`src/rtl/uart_pkg.sv`:
```
// Shared constants for the UART receive path: state encoding, frame width, prescale limits.
// Latency: n/a (package only).
// Backpressure: n/a (package only).
//
// Contents: FSM state codes, default data width, smallest legal oversampling ratio,
// and a helper that decides whether a prescale value can run the receiver.
package uart_pkg;

    localparam int UART_DATA_WIDTH = 8;

    // Below this ratio the three mid-bit samples used by data_sampling cannot be
    // voted and registered before the last edge of the bit.
    localparam logic [4:0] MIN_PRESCALE = 5'd6;

    localparam logic [2:0] ST_IDLE   = 3'd0;
    localparam logic [2:0] ST_START  = 3'd1;
    localparam logic [2:0] ST_DATA   = 3'd2;
    localparam logic [2:0] ST_PARITY = 3'd3;
    localparam logic [2:0] ST_STOP   = 3'd4;

    // Even and at least MIN_PRESCALE; 5 bits cap the value at 31, which is odd,
    // so the upper limit of 30 falls out of the evenness test.
    function automatic logic prescale_legal(input logic [4:0] prescale);
        return (prescale[0] == 1'b0) && (prescale >= MIN_PRESCALE);
    endfunction

endpackage

```
`src/rtl/uart_rx_edge_bit_counter.sv`:
```
// Oversampling edge counter (0..prescale-1, wraps) and received-bit counter for the UART RX FSM.
// Latency: counters update on the clock after enable/clear; bit_done is combinational from state.
// Backpressure: none; free-running while enabled, the FSM gates it via enable/clear.
//
// Ports: clk, reset_n (async, active low); clear zeroes both counters; enable advances edge_cnt;
// prescale is the frame-latched oversampling ratio; bit_clear zeroes bit_cnt; bit_en lets
// bit_cnt advance on bit_done; edge_cnt / bit_cnt are the counts; bit_done flags edge_cnt==P-1.
module uart_rx_edge_bit_counter #(
    parameter int BIT_CNT_W = 4
) (
    input  logic                 clk,
    input  logic                 reset_n,
    input  logic                 clear,
    input  logic                 enable,
    input  logic [4:0]           prescale,
    input  logic                 bit_clear,
    input  logic                 bit_en,
    output logic [4:0]           edge_cnt,
    output logic [BIT_CNT_W-1:0] bit_cnt,
    output logic                 bit_done
);

    assign bit_done = enable && (edge_cnt == (prescale - 5'd1));

    always_ff @(posedge clk or negedge reset_n) begin
        if (!reset_n) begin
            edge_cnt <= 5'd0;
            bit_cnt  <= '0;
        end else begin
            if (clear) begin
                edge_cnt <= 5'd0;
            end else if (enable) begin
                edge_cnt <= bit_done ? 5'd0 : (edge_cnt + 5'd1);
            end

            if (clear || bit_clear) begin
                bit_cnt <= '0;
            end else if (bit_en && bit_done) begin
                bit_cnt <= bit_cnt + BIT_CNT_W'(1);
            end
        end
    end

endmodule

```
`src/rtl/uart_rx_fsm.sv`:
```
// UART receive controller: start detect, LSB-first deserialize, optional parity and stop check.
// Latency: data_valid/p_data one clock after the last edge of the stop bit; par_err one clock after parity bit.
// Backpressure: none; results are 1-cycle pulses, p_data_out holds the last good frame.
//
// Ports: clk, reset_n (async, active low); rx_in synchronized serial line (idle high);
// prescale_in / par_en_in / par_typ_in frame settings, latched when a start bit is seen;
// sampled_bit_in majority bit from data_sampling; data_sample_en_out enables data_sampling;
// edge_cnt_out edge index within the bit; p_data_out last good frame; data_valid_out,
// par_err_out, stp_err_out are single-cycle result pulses.
module uart_rx_fsm
    import uart_pkg::*;
#(
    parameter int DATA_WIDTH = UART_DATA_WIDTH
) (
    input  logic                  clk,
    input  logic                  reset_n,
    input  logic                  rx_in,
    input  logic [4:0]            prescale_in,
    input  logic                  par_en_in,
    input  logic                  par_typ_in,
    input  logic                  sampled_bit_in,
    output logic                  data_sample_en_out,
    output logic [4:0]            edge_cnt_out,
    output logic [DATA_WIDTH-1:0] p_data_out,
    output logic                  data_valid_out,
    output logic                  par_err_out,
    output logic                  stp_err_out
);

    localparam int BIT_CNT_W = $clog2(DATA_WIDTH + 1);
    localparam logic [BIT_CNT_W-1:0] LAST_BIT = BIT_CNT_W'(DATA_WIDTH - 1);

    logic [2:0]            state;
    logic [2:0]            state_nxt;
    logic [4:0]            prescale_q;
    logic                  par_en_q;
    logic                  par_typ_q;
    logic                  frame_bad_q;
    logic [DATA_WIDTH-1:0] shift_q;
    logic [BIT_CNT_W-1:0]  bit_cnt;
    logic                  bit_done;
    logic                  frame_start;
    logic                  cnt_clear;
    logic                  par_mismatch;

    assign frame_start  = (state == ST_IDLE) && (state_nxt == ST_START);
    // Leaving any state for IDLE zeroes the counters, so IDLE always shows edge_cnt 0
    // and the next START begins at edge 0.
    assign cnt_clear    = (state_nxt == ST_IDLE);
    assign par_mismatch = sampled_bit_in != (^shift_q ^ par_typ_q);

    // Decoded straight from the state register, so no rx_in-to-output path exists.
    assign data_sample_en_out = (state != ST_IDLE);

    uart_rx_edge_bit_counter #(
        .BIT_CNT_W (BIT_CNT_W)
    ) u_counter (
        .clk       (clk),
        .reset_n   (reset_n),
        .clear     (cnt_clear),
        .enable    (data_sample_en_out),
        .prescale  (prescale_q),
        .bit_clear (state == ST_START),
        .bit_en    (state == ST_DATA),
        .edge_cnt  (edge_cnt_out),
        .bit_cnt   (bit_cnt),
        .bit_done  (bit_done)
    );

    always_comb begin
        state_nxt = state;
        case (state)
            ST_IDLE: begin
                if (!rx_in && prescale_legal(prescale_in)) begin
                    state_nxt = ST_START;
                end
            end
            ST_START: begin
                if (bit_done) begin
                    // A start bit that votes high was a glitch on the line.
                    state_nxt = sampled_bit_in ? ST_IDLE : ST_DATA;
                end
            end
            ST_DATA: begin
                if (bit_done && (bit_cnt == LAST_BIT)) begin
                    state_nxt = par_en_q ? ST_PARITY : ST_STOP;
                end
            end
            ST_PARITY: begin
                if (bit_done) begin
                    state_nxt = ST_STOP;
                end
            end
            ST_STOP: begin
                if (bit_done) begin
                    state_nxt = ST_IDLE;
                end
            end
            default: state_nxt = ST_IDLE;
        endcase
    end

    always_ff @(posedge clk or negedge reset_n) begin
        if (!reset_n) begin
            state          <= ST_IDLE;
            prescale_q     <= 5'd0;
            par_en_q       <= 1'b0;
            par_typ_q      <= 1'b0;
            frame_bad_q    <= 1'b0;
            shift_q        <= '0;
            p_data_out     <= '0;
            data_valid_out <= 1'b0;
            par_err_out    <= 1'b0;
            stp_err_out    <= 1'b0;
        end else begin
            state          <= state_nxt;
            data_valid_out <= 1'b0;
            par_err_out    <= 1'b0;
            stp_err_out    <= 1'b0;

            // Frame settings are frozen here so mid-frame input changes cannot
            // corrupt bit timing or the parity decision.
            if (frame_start) begin
                prescale_q  <= prescale_in;
                par_en_q    <= par_en_in;
                par_typ_q   <= par_typ_in;
                frame_bad_q <= 1'b0;
            end

            if ((state == ST_DATA) && bit_done) begin
                shift_q <= {sampled_bit_in, shift_q[DATA_WIDTH-1:1]};
            end

            if ((state == ST_PARITY) && bit_done && par_mismatch) begin
                par_err_out <= 1'b1;
                frame_bad_q <= 1'b1;
            end

            if ((state == ST_STOP) && bit_done) begin
                if (!sampled_bit_in) begin
                    stp_err_out <= 1'b1;
                end else if (!frame_bad_q) begin
                    p_data_out     <= shift_q;
                    data_valid_out <= 1'b1;
                end
            end
        end
    end

endmodule
```
`config.mk`:
```
export PLATFORM = sky130hd
export DESIGN_NAME = uart_rx_fsm
export DESIGN_NICKNAME = d
export VERILOG_FILES = /design/src/rtl/uart_pkg.sv /design/src/rtl/uart_rx_edge_bit_counter.sv /design/src/rtl/uart_rx_fsm.sv
export SDC_FILE = /design/constraint.sdc
export NUM_CORES = 1
export LEC_CHECK = 0
export ABC_AREA = 1
export CAP_MARGIN = 20
export CORE_MARGIN = 2
export CORE_UTILIZATION = 54
export CTS_CLUSTER_DIAMETER = 200
export DETAILED_ROUTE_END_ITERATION = 6
export PLACE_DENSITY = 0.78
export SKIP_CTS_REPAIR_TIMING = 1
export SYNTH_ARGS = -nofsm -noshare
export SYNTH_HDL_FRONTEND = slang
export SYNTH_SLANG_ARGS = --single-unit
```
`constraint.sdc`:
```
create_clock -name clk -period 2.4 [get_ports clk]
set_clock_uncertainty 0.05 [all_clocks]
set_input_delay 0.24 -clock clk [delete_from_list [all_inputs] [get_ports clk]]
set_output_delay 0.24 -clock clk [all_outputs]
set_load 0.005 [all_outputs]
```
==> impl_results.md <==
* CTS clock-pin slew for the worst setup and hold paths at 80 ps
* Crit Path Category: reg -> reg
* First-pass GRT wire length at ~6900 µm
* Fin crit period at approximately 2200 ps
* Routed Antenna Nets at 0
* Critical-path top delay cell: dfrtp_1
* Vias in the first global route at 1,556
* Clk_lat worst skew at 290 ps
* P_leak at 1.23 nW
* Post-Syn Area at 2130 µm²
* CP most frequent cell: nand2_1
* Gr ovfl total at 0
* Final Setup Violations at 0
* Setup crit start kind: flip-flop
* H-tree levels at 2
* Seq. cell area at 976 µm²
* Area Growth Syn to Fin at 19.1%
* Number of CTS-inserted buffers at 5
* CP max stage delay at 380 ps
* Final nets at 298
* GP Congestion at 0.846
* PortBufs at 27
* Final HPWL DP at 2990 µm
* CP endpoint kind: flip-flop
* #FFs+latches synth at 39
* Fmax at 0.457 GHz
* Reg2Reg Setup Slack at between 200 and 250 ps
* TNS Setup at 0 ps
* Post-Syn Instances at 252
* Area contributors post-synth: dfrtp_1 46%, nand2_1 12%, inv_1 6.3%
* Initial DRT Pass Iterations at 4
* CP Data Required Time at 2530 ps
* Failing checks: hold timing
* Die width at about 67 µm
* Vias per cell at 4.76
* RSZ-0062 raised after global routing: no
* CTS tree: done
* Syn_nets at 266
* P per Cell Area at 1050 nW/µm²
* DIE HEIGHT at 66.9 µm
* Layout cells sized above 1 at 18.2%
* Worst vdd ir at around 0.00076 V
* Hold Path Class: in -> async
* Worst Path Arrival at 2320 ps
* Worst hold margin at -6.61 ps
* GR Util All Layers at a little over a fifth
* Initial DRC Count at 110
* Routed WL per cell at 11.7 µm
* Via count at around 1,600
* Area of the multi-input gates at 970 µm²
* ANT cells at 0
* Area share of the largest cell type after synthesis at between 40% and 50%
* Max-slew violations at 0
* Synthesized area per cell at 8.47 µm²
* Area leader, netlist: dfrtp_1
* Synth unique cells at 28
* Initial antenna violation count at 0
* Worst rel slew slack at 43.6%
* Filler cell count at between 300 and 400
* Synth warn at 0
* Final clock period utilization by the worst path at 91.2%
* Outcome: finished, violations left
* Placement Setup Slack at 216 ps
* Sequential share of the synthesized area at 45.7%
* DRT Wirelength at 3900 µm
* Pin count of the biggest net entering global routing at 40
* Clock Tree Root: clkbuf_8
* Crit-path cells: inv_2 -> ha_1 -> inv_1 -> nand2_1 -> nand2_1 -> nor2_4 -> nand2_4 -> nor2_8 -> nand2_4 -> nor4_4 -> inv_2 -> nand2_1 -> o21ai_2
* Max-cap violations at 0
* Max FO, Critical Path at 15
* Setup WS post-layout at between 200 and 250 ps
* Clock tree buffer depth at 2
* DRC at 0
* Initial cell density of the core at between 50% and 60%
* Final hold viol count at 10
* Clock sink total at 39
* Top Ports at 28
* Core area at 3740 µm²
* Die area at 4470 µm²
* Worst Tran Pin Value at between 800 and 900 ps
* Row cnt at 22
## worst max-delay path, delay by kind of cell (launching register included)
family                     cells  cell delay [ps]
and+or+nand+nor                8              960
DFF                            1              380
buffers and inverters          3              340
adders and majority gates      1              310
AOI/OAI and AO/OA              1               50
## synthesized netlist by cell type, drive strengths merged
cell type	n
a31oi	1
xor2	7
o21bai	1
nand4	4
buf	3
nor2	26
nand3	8
dfrtp	39
mux2	1
inv	42
nor4	1
xnor2	8
nand2	78
ha	3
and2	1
clkbuf	1
o21ai	23
nor3	5
## power by group
part	switching [W]	internal, W
clock	0.000237	0.000234
combinational	0.000822	0.000481
sequential	0.000119	0.000788
## state kept, by name, indices dropped and copies added, names as in the netlist
name and flops:
p_data_out 8, shift_q 8, prescale_q 5, u_counter.edge_cnt 5
u_counter.bit_cnt 4, state 3, data_valid_out 1, frame_bad_q 1
par_en_q 1, par_err_out 1, par_typ_q 1, stp_err_out 1
## cells in the final DEF (no fill, tap or decap), drive strengths merged
cell           synthesis  final
a31oi                  1      1
and2                   1      1
buf                    3      3
clkbuf                 1      6
clkdlybuf4s50          0     26
clkinv                 0      1
clkinvlp               0      1
dfrtp                 39     39
ha                     3      3
inv                   42     42
mux2                   1      1
nand2                 78     78
nand3                  8      8
nand4                  4      4
nor2                  26     26
nor3                   5      5
nor4                   1      1
o21ai                 23     23
o21bai                 1      1
xnor2                  8      8
xor2                   7      7
## per-stage QoR
step / total power [W] / area [µm²] / hold WS [ps] / std cells / util, %
2_1_floorplan: 0.00190 / 2130 / -106 / 252 / -
3_3_place_gp: 0.00218 / 2440 / 353 / 325 / 65.3
3_5_place_dp: 0.00222 / 2440 / 348 / 325 / 65.3
4_1_cts: 0.00271 / 2540 / 17.1 / 333 / 67.9
5_1_grt: 0.00291 / 2540 / 69.7 / 333 / 67.9
6_report: 0.00268 / 2540 / -6.61 / 333 / 67.9
## final cells by class
| cell class | count | area share (%) |
|---|---|---|
| flip-flops and latches | 39 | 38.4 |
| multi-input cells | 167 | 38.1 |
| repair buffers | 29 | 11.0 |
| inverters | 42 | 6.20 |
| clock buffers | 6 | 3.25 |
| well taps | 48 | 2.36 |
| clock inverters | 2 | 0.640 |
## logic make-up after synthesis
group / after synthesis / share of synthesized area (%)
buf+inv: 46 / 8.85
fa+ha+maj: 3 / 1.76
flops: 39 / 45.7
compound gates: 25 / 7.27
mux: 1 / 0.528
simple gates: 123 / 29.7
xor+xnor: 15 / 6.15
## worst paths after layout
path	end	depth (start not counted)	startpoint
setup / recovery	p_data_out[3]$_DFFE_PN0P_	13	prescale_q[0]$_DFFE_PN0P_
hold / removal	p_data_out[5]$_DFFE_PN0P_	1	reset_n
setup reg to reg	p_data_out[3]$_DFFE_PN0P_	13	prescale_q[0]$_DFFE_PN0P_
hold reg to reg	p_data_out[7]$_DFFE_PN0P_	2	p_data_out[7]$_DFFE_PN0P_
max in group asynchronous	u_counter.edge_cnt[2]$_DFFE_PN0P_	1	reset_n
min in group clk	p_data_out[7]$_DFFE_PN0P_	2	p_data_out[7]$_DFFE_PN0P_
## routing by layer
layer  vias up  share of wire (%)  GRT usage [%]
met5         -                  0              0
met4         0                1.9           8.42
met3         7                2.6           4.73
met2        20                 46           32.8
met1       728                 49           28.6
li1        830                  -              -
Note: power is estimated with default switching activity, not from simulation.
